$ cat src/rtl/reset_monitor.sv
// reset_monitor: per-source reset/event qualifier with sticky cause flags.
//
// Each source runs a small FSM (IDLE -> QUAL -> HELD). A source qualifies once
// src_req has been sampled high for MIN_WIDTH consecutive cycles. Shorter pulses
// are rejected as glitches. A qualification produces:
//   - a one-cycle evt_pulse,
//   - a sticky cause flag,
//   - an evt_cnt increment,
//   - an update of last_src.
// cause, evt_cnt and last_src survive rst. Only configuration initialises them,
// so the cause of a reset can still be read after that reset.
//
// Ports:
//   clk       in   clock, rising edge
//   rst       in   synchronous active-high reset
//   src_req   in   [N_SRC] raw requests, already synchronous to clk
//   clr       in   one-cycle clear strobe for cause flags
//   clr_mask  in   [N_SRC] which cause flags clr affects
//   power_up  out  high from configuration until rst is first sampled high
//   cause     out  [N_SRC] sticky qualified-event flags
//   evt_pulse out  [N_SRC] one-cycle pulse per qualification
//   evt_cnt   out  [CNT_W] total qualified events
//   last_src  out  index of the most recently qualified source
//
// Build option:
//   RESET_MONITOR_SAT_EN  defined: evt_cnt saturates at all-ones.
//                         undefined: evt_cnt wraps.
module reset_monitor #(
    parameter int unsigned N_SRC     = 4,
    parameter int unsigned MIN_WIDTH = 3,
    parameter int unsigned CNT_W     = 8,
    localparam int unsigned SRC_W    = (N_SRC > 1) ? $clog2(N_SRC) : 1
) (
    input  logic             clk,
    input  logic             rst,
    input  logic [N_SRC-1:0] src_req,
    input  logic             clr,
    input  logic [N_SRC-1:0] clr_mask,
    output logic             power_up,
    output logic [N_SRC-1:0] cause,
    output logic [N_SRC-1:0] evt_pulse,
    output logic [CNT_W-1:0] evt_cnt,
    output logic [SRC_W-1:0] last_src
);

    typedef enum logic [1:0] {StIdle, StQual, StHeld} state_e;

    localparam logic [8:0] MinW = 9'(MIN_WIDTH);

    state_e           state_q [N_SRC];
    state_e           state_d [N_SRC];
    logic [7:0]       wcnt_q  [N_SRC];
    logic [7:0]       wcnt_d  [N_SRC];
    logic [N_SRC-1:0] qual;
    logic [N_SRC-1:0] evt_pulse_q;

    // Configuration-time values: these registers are never touched by rst.
    logic             power_up_q = 1'b1;
    logic [N_SRC-1:0] cause_q    = '0;
    logic [CNT_W-1:0] evt_cnt_q  = '0;
    logic [SRC_W-1:0] last_src_q = '0;

    logic [N_SRC-1:0] cause_d;
    logic [CNT_W-1:0] evt_cnt_d;
    logic [SRC_W-1:0] last_src_d;
    logic [4:0]       pop;

    // Per-source qualification FSMs. qual[i] marks the edge that enters HELD.
    always_comb begin
        for (int i = 0; i < int'(N_SRC); i++) begin
            state_d[i] = state_q[i];
            wcnt_d[i]  = wcnt_q[i];
            qual[i]    = 1'b0;
            case (state_q[i])
                StIdle: begin
                    if (src_req[i]) begin
                        wcnt_d[i] = 8'd1;
                        if (MIN_WIDTH == 1) begin
                            state_d[i] = StHeld;
                            qual[i]    = 1'b1;
                        end else begin
                            state_d[i] = StQual;
                        end
                    end
                end
                StQual: begin
                    if (!src_req[i]) begin
                        // Too short: drop without recording anything.
                        state_d[i] = StIdle;
                        wcnt_d[i]  = 8'd0;
                    end else begin
                        wcnt_d[i] = wcnt_q[i] + 8'd1;
                        if ((9'(wcnt_q[i]) + 9'd1) >= MinW) begin
                            state_d[i] = StHeld;
                            qual[i]    = 1'b1;
                        end
                    end
                end
                StHeld: begin
                    if (!src_req[i]) begin
                        state_d[i] = StIdle;
                        wcnt_d[i]  = 8'd0;
                    end
                end
                default: begin
                    state_d[i] = StIdle;
                    wcnt_d[i]  = 8'd0;
                end
            endcase
            if (rst) begin
                state_d[i] = StIdle;
                wcnt_d[i]  = 8'd0;
                qual[i]    = 1'b0;
            end
        end
    end

    always_ff @(posedge clk) begin
        if (rst) begin
            for (int i = 0; i < int'(N_SRC); i++) begin
                state_q[i] <= StIdle;
                wcnt_q[i]  <= 8'd0;
            end
            evt_pulse_q <= '0;
            power_up_q  <= 1'b0;
        end else begin
            for (int i = 0; i < int'(N_SRC); i++) begin
                state_q[i] <= state_d[i];
                wcnt_q[i]  <= wcnt_d[i];
            end
            evt_pulse_q <= qual;
        end
    end

    // Number of sources qualifying in this cycle.
    always_comb begin
        pop = '0;
        for (int i = 0; i < int'(N_SRC); i++) begin
            pop = pop + 5'(qual[i]);
        end
    end

`ifdef RESET_MONITOR_SAT_EN
    logic [CNT_W+4:0] sum;
    assign sum       = (CNT_W+5)'(evt_cnt_q) + (CNT_W+5)'(pop);
    assign evt_cnt_d = (|sum[CNT_W+4:CNT_W]) ? '1 : sum[CNT_W-1:0];
`else
    assign evt_cnt_d = evt_cnt_q + CNT_W'(pop);
`endif

    // Scan from high to low so the lowest qualifying index wins.
    always_comb begin
        last_src_d = last_src_q;
        for (int i = int'(N_SRC) - 1; i >= 0; i--) begin
            if (qual[i]) begin
                last_src_d = SRC_W'(i);
            end
        end
    end

    // If a source qualifies in the same cycle as its clear, the new event wins.
    always_comb begin
        cause_d = cause_q;
        if (clr) begin
            cause_d = cause_d & ~clr_mask;
        end
        cause_d = cause_d | qual;
    end

    always_ff @(posedge clk) begin
        cause_q    <= cause_d;
        evt_cnt_q  <= evt_cnt_d;
        last_src_q <= last_src_d;
    end

    assign power_up  = power_up_q;
    assign cause     = cause_q;
    assign evt_pulse = evt_pulse_q;
    assign evt_cnt   = evt_cnt_q;
    assign last_src  = last_src_q;

endmodule

$ cat config.mk
export PLATFORM = sky130hd
export DESIGN_NAME = reset_monitor
export DESIGN_NICKNAME = d
export VERILOG_FILES = /design/src/rtl/reset_monitor.sv
export SDC_FILE = /design/constraint.sdc
export NUM_CORES = 1
export LEC_CHECK = 0
export CAP_MARGIN = 20
export CORE_MARGIN = 10
export CORE_UTILIZATION = 25
export CTS_CLUSTER_SIZE = 8
export DETAILED_ROUTE_END_ITERATION = 10
export SLEW_MARGIN = 40
export SYNTH_ARGS = -nofsm -noshare
export SYNTH_HDL_FRONTEND = slang
export SYNTH_SLANG_ARGS = --single-unit
$ cat constraint.sdc
create_clock -name clk -period 4.3 [get_ports clk]
set_input_delay 0.86 -clock clk [delete_from_list [all_inputs] [get_ports clk]]
set_output_delay 0.86 -clock clk [all_outputs]
set_load 0.005 [all_outputs]
# --- Word-level counts from Yosys, hierarchy flattened ---
# Memories as Yosys holds them, arrays and structs flattened.
# Cells that the tools add are included.
op_classes:
  n_reduce_logical: 7
  eq_ne: 8
  add_sub_neg: 12
  bitwise: 11
  n_lt_le_gt_ge: 4
  mux: 75
op_table:
  columns: ["cell", "n"]
  rows:
  - ["two-way mux 8 bit", 20]
  - ["case mux 8 bit (3 select lines)", 4]
  - ["two-way mux 2 bit", 26]
  - ["adder 8 x 1 -> 9 bit (second input constant)", 4]
  - [">= comparator 9 x 2 -> 1 bit (second input constant)", 4]
  - ["adder 8 x 1 -> 8 bit (second input constant)", 4]
  - ["case mux 2 bit (3 select lines)", 4]
  - ["two-way mux 1 bit", 20]
  - ["adder 8 x 4 -> 8 bit", 1]
  - ["equality test 2 x 1 -> 1 bit (second input constant)", 4]
  - ["equality test 2 bit (second input constant)", 4]
  - ["logical NOT 2 bit", 4]
  - ["OR 1 bit", 8]
  - ["adder 3 x 1 -> 4 bit", 1]
  - ["bitwise AND 4 bit", 1]
  - ["two-way mux 4 bit", 1]
  - ["NOT 4 bit", 1]
  - ["OR 4 bit", 1]
  - ["adder 2 x 1 -> 3 bit", 1]
  - ["nonzero test 3 bit", 1]
  - ["adder 1 x 1 -> 2 bit", 1]
  - ["nonzero test 2 bit", 1]
  - ["OR reduction 2 bit", 1]
totals:
  elab_cells: 124
  memories: 2
  out_inout_bits: 19
  regBits: 18
  ramBits: 40
  input_bits: 11
mem_list:
  columns: ["name", "depth", "width", "rd", "rd_ports_with_merged_regs", "wr", "line", "source"]
  rows:
  - ["wcnt_q", 4, 8, 4, 0, 4, "52", "logic [7:0] wcnt_q [N_SRC];"]
  - ["state_q", 4, 2, 4, 0, 4, "50", "state_e state_q [N_SRC];"]

# --- Logic depth before layout (Yosys ltp) ---
# An unclocked memory read counts as a cell.
logic_depth:
  word_depth: 11
  depth_mapped: 15

# --- Worst setup path before layout ---
# No wires, ideal clock.
synth_path:
  path_kind: "flip-flop to flip-flop"
  startpoint: "memory wcnt_q[2][1]"
  endpoint: "register evt_cnt_q[6], in the netlist evt_cnt[6]"
  stages_incl_launch_ff: 13
  synth_period_minus_slack_ps: 3253
  required_time_ps: 4228
  path_slack_ps: 1047
  arrival_time_ps: 3181
  n_path_buf: 0
  path_cell_list: "dfxtp_1 > ha_1 > or4_1 > a2111o_1 > o21a_4 > fa_1 > inv_1 > fa_1 > inv_1 > fa_1 > nand3_1 > nor2_1 > xor2_1"
synth_lines:
  columns: ["element", "line", "source"]
  rows:
  - ["start, declared", "52", null]
  - ["end signal, assigned", "172", "evt_cnt_q <= evt_cnt_d;"]
  - ["end, declared", "60", "logic [CNT_W-1:0] evt_cnt_q = '0;"]

==> flow_results.xml <==
<?xml version="1.0" encoding="UTF-8"?>
<metrics>
  <group name="run_status">
    <metric name="outcome" unit="">finished, final reports clean</metric>
  </group>
  <group name="synthesis">
    <metric name="synth_top_cell_by_area" unit="">sky130_fd_sc_hd__dfxtp_1</metric>
    <metric name="postSynth.topFlopCell" unit="">sky130_fd_sc_hd__dfxtp_1</metric>
    <metric name="summed_instance_area_of_the_synthesized_netlist" unit="um2">3290</metric>
    <metric name="synthesis_warning_total" unit="">0</metric>
    <metric name="yosysTopAreaCellShare" unit="%">35.3</metric>
    <metric name="ys_seq_elements" unit="">58</metric>
    <metric name="ys_seq_area_share" unit="%">35.3</metric>
    <metric name="syn_nets" unit="">438</metric>
    <metric name="synth_async_sr_flop_share" unit="%">0</metric>
    <metric name="postSynthAreaPerCell" unit="um2">7.94</metric>
    <metric name="post_synth_inst_count" unit="">415</metric>
    <metric name="synth_enable_flop_cells" unit="">0</metric>
    <metric name="largest_cells_by_area_after_synthesis" unit="">sky130_fd_sc_hd__dfxtp_1 35%, sky130_fd_sc_hd__nor2_1 7.1%, sky130_fd_sc_hd__a21oi_1 5.2%, sky130_fd_sc_hd__a22oi_1 3.4%, sky130_fd_sc_hd__ha_1 3.4%</metric>
    <metric name="ys_types" unit="">58</metric>
  </group>
  <group name="critical_path">
    <metric name="path_common_cell" unit="">sky130_fd_sc_hd__fa_1</metric>
    <metric name="arrival" unit="ps">3820</metric>
    <metric name="cp-start-kind" unit="">flip-flop</metric>
    <metric name="critPathMaxFanout" unit="">11</metric>
    <metric name="critical_path_top_delay_cell" unit="">sky130_fd_sc_hd__a2111o_1</metric>
    <metric name="setup.worst_path.end_class" unit="">flip-flop</metric>
    <metric name="worst-endpoint-required" unit="ps">4560</metric>
    <metric name="cpPeakStageDelay" unit="ps">480</metric>
    <metric name="crit_chain" unit="">ha_1 -&gt; or4_1 -&gt; a2111o_1 -&gt; o21a_4 -&gt; fa_1 -&gt; inv_1 -&gt; fa_1 -&gt; inv_1 -&gt; fa_1 -&gt; nand3_1 -&gt; nor2_1 -&gt; xor2_1</metric>
    <metric name="critPathKind" unit="">flip-flop to flip-flop</metric>
  </group>
  <group name="pwr">
    <metric name="sw_frac_of_total" unit="%">25.7</metric>
    <metric name="pwr-share-comb" unit="%">11.8</metric>
    <metric name="power_report.internal_total" unit="mW">1.12</metric>
    <metric name="sequentialPowerShare" unit="%">41.3</metric>
    <metric name="power.switching" unit="mW">0.387</metric>
    <metric name="total_leakage_power" unit="nW">1.57</metric>
    <metric name="power_density" unit="nW/um2">375</metric>
    <metric name="worst_ir_drop_on_vdd" unit="mV">0.174</metric>
    <metric name="finalPower" unit="mW">1.50</metric>
    <metric name="clock_power_share" unit="%">46.9</metric>
  </group>
  <group name="placement">
    <metric name="placed_cell_area" unit="um2">3710</metric>
    <metric name="hpwlAfterDp" unit="mm">5.80</metric>
    <metric name="placed_cells_incl_taps" unit="">593</metric>
    <metric name="place_worst_setup_slack" unit="ps">648</metric>
    <metric name="port-buffer-count" unit="">28</metric>
    <metric name="place.gp.congestion" unit="">0.851</metric>
  </group>
  <group name="clock_network">
    <metric name="number_of_cells_upsized_or_downsized_after_cts" unit="">0</metric>
    <metric name="worst_skew_pair.late_latency" unit="ps">320</metric>
    <metric name="cts_buffers" unit="">9</metric>
    <metric name="cts_post_setup_buffers_inserted" unit="">0</metric>
    <metric name="cts.hold.buffers_added" unit="">0</metric>
    <metric name="cts.root.buffer_cell" unit="">sky130_fd_sc_hd__clkbuf_16</metric>
    <metric name="htreeDepth" unit="">3</metric>
    <metric name="cts.sinks" unit="">58</metric>
    <metric name="cts.clk_slew.worst_paths" unit="ps">50</metric>
    <metric name="cts_tree" unit="">built</metric>
    <metric name="clockBufferDepth" unit="">2</metric>
  </group>
  <group name="grt">
    <metric name="grt_pass1_wl" unit="mm">13.5</metric>
    <metric name="grt_max_degree" unit="">19</metric>
    <metric name="globalRouteTotalUtil" unit="%">8.97</metric>
    <metric name="grt_remaining_overflow" unit="">0</metric>
    <metric name="first_global_vias" unit="">2772</metric>
    <metric name="initial_antenna_violation_count" unit="">0</metric>
  </group>
  <group name="drt">
    <metric name="drt_first_iter_violations" unit="">246</metric>
    <metric name="final_routed_wirelength_across_all_metal_layers" unit="mm">7.99</metric>
    <metric name="viasPerCell" unit="">4.87</metric>
    <metric name="remaining_drc_errors" unit="">0</metric>
    <metric name="dr.pass1.iters" unit="">5</metric>
    <metric name="wl_per_cell" unit="um">13.1</metric>
    <metric name="number_of_vias_after_detailed_routing" unit="">2967</metric>
    <metric name="final_antenna_net_count" unit="">0</metric>
  </group>
  <group name="cells_and_area">
    <metric name="final_util" unit="%">31.3</metric>
    <metric name="fin_nets" unit="">455</metric>
    <metric name="multi_input_area" unit="um2">1960</metric>
    <metric name="fill_cells" unit="">1322</metric>
    <metric name="fin_area" unit="um2">4000</metric>
    <metric name="final_cell_mix" unit="">62 x sky130_fd_sc_hd__nor2_1, 58 x sky130_fd_sc_hd__dfxtp_1, 34 x sky130_fd_sc_hd__a21oi_1</metric>
    <metric name="regArea" unit="um2">1160</metric>
    <metric name="antenna-diode-count" unit="">0</metric>
    <metric name="area_delta_synth_final" unit="%">21.5</metric>
    <metric name="drive_above_1_share" unit="%">6.64</metric>
    <metric name="instances_no_fill" unit="">609</metric>
    <metric name="mostFrequentLayoutCell" unit="">sky130_fd_sc_hd__nor2_1</metric>
  </group>
  <group name="timing">
    <metric name="setup_viol_count_final" unit="">0</metric>
    <metric name="period_needed" unit="ps">3560</metric>
    <metric name="worst_slew_margin_rel" unit="%">53.4</metric>
    <metric name="timing.final.max_slew_violations" unit="">0</metric>
    <metric name="post_route_hold_slack" unit="ps">458</metric>
    <metric name="fin_setup_tns" unit="ps">0</metric>
    <metric name="finalClockSkew" unit="ps">4.76</metric>
    <metric name="layout_setup_ws" unit="ps">737</metric>
    <metric name="final_hold_viol_count" unit="">0</metric>
    <metric name="max_freq" unit="MHz">281</metric>
    <metric name="rsz0062_at_grt" unit="">false</metric>
    <metric name="transition_time_at_the_pin_with_the_least_slew_margin" unit="ps">691</metric>
    <metric name="min_period_over_period" unit="%">82.9</metric>
  </group>
  <group name="floorplanning">
    <metric name="fp.dieW" unit="um">135</metric>
    <metric name="num_rows" unit="">41</metric>
    <metric name="floorplan.initialDensity" unit="%">25.8</metric>
    <metric name="die_height" unit="um">135</metric>
    <metric name="io-pin-count" unit="">30</metric>
    <metric name="die-area" unit="um2">18200</metric>
    <metric name="area_of_the_core" unit="um2">12800</metric>
  </group>
  <group name="run">
    <metric name="cap_viol_max_count" unit="">0</metric>
  </group>
  <group name="hold_path">
    <metric name="timing.hold.worst.class" unit="">flip-flop to flip-flop</metric>
  </group>
</metrics>
[worst paths after layout]
| kind | start | end | slack [ps] | cells after the start |
|---|---|---|---|---|
| max | wcnt_q[2][0] | evt_cnt[6] | 740 | 12 |
| min | cause[3] | cause[3] | 460 | 2 |
| max reg2reg | wcnt_q[2][0] | evt_cnt[6] | 740 | 12 |
| min reg2reg | cause[3] | cause[3] | 460 | 2 |
[kinds of logic (layout without fill, tap and decap cells)]
family	count (synthesis)	in the layout	share of synthesized area, %
AOI/OAI and AO/OA	112	112	23.3
xor gates and xnor gates	23	23	6.12
adders and majority gates	12	12	5.24
buffers and inverters	41	63	5.09
DFF	58	58	35.3
muxes	2	2	0.608
other	1	1	0.114
and+or+nand+nor	166	166	24.3
[layout make-up]
type / instances / share of cell area, %
clock buffer: 9 / 5.63
sequential: 58 / 29.0
inverter: 15 / 1.41
tap: 172 / 5.38
timing repair buffer: 32 / 7.75
multi-input combinational: 316 / 49.1
clock inverter: 7 / 1.75
[synth_stat cells (all sizes together) (9+ instances only)]
| master | instances |
|---|---|
| nor2 | 62 |
| dfxtp | 58 |
| a21oi | 35 |
| nand2 | 30 |
| clkbuf | 22 |
| nand3 | 16 |
| o21ai | 16 |
| a22oi | 15 |
| inv | 15 |
| nor3 | 13 |
| xnor2 | 12 |
| xor2 | 11 |
| ha | 9 |
[state kept, by name, summed over array words and instances (netlist names)]
name       cells
wcnt_q        32
evt_cnt        8
state_q        8
cause          4
evt_pulse      4
last_src       2
[worst max-delay path: cells and delay by family (launching register included)]
family	cells	cell delay, ps
DFF	1	410
AOI/OAI and AO/OA	2	720
buffers and inverters	2	150
adders and majority gates	4	1370
xor gates and xnor gates	1	150
and+or+nand+nor	3	700
[power groups by stage]
stage	Clock (mW)	Combinational, mW	Sequential [mW]
final	0.704	0.178	0.620
after global routing	0.747	0.199	0.628
after CTS	0.723	0.181	0.621
after detailed placement	0	0.180	0.630
after global placement	0	0.178	0.631
after floorplan	0	0.0905	0.617
[metal layers]
metal  vias to the layer above  part of all wire, %  track usage [%]
met5                         -                    0                0
met2                        81                   45             13.6
met4                         0                 0.89             2.90
met3                         4                  6.2             3.26
li1                       1510                    -                -
met1                      1372                   48             11.5
Note: power is estimated with default switching activity, not from simulation.
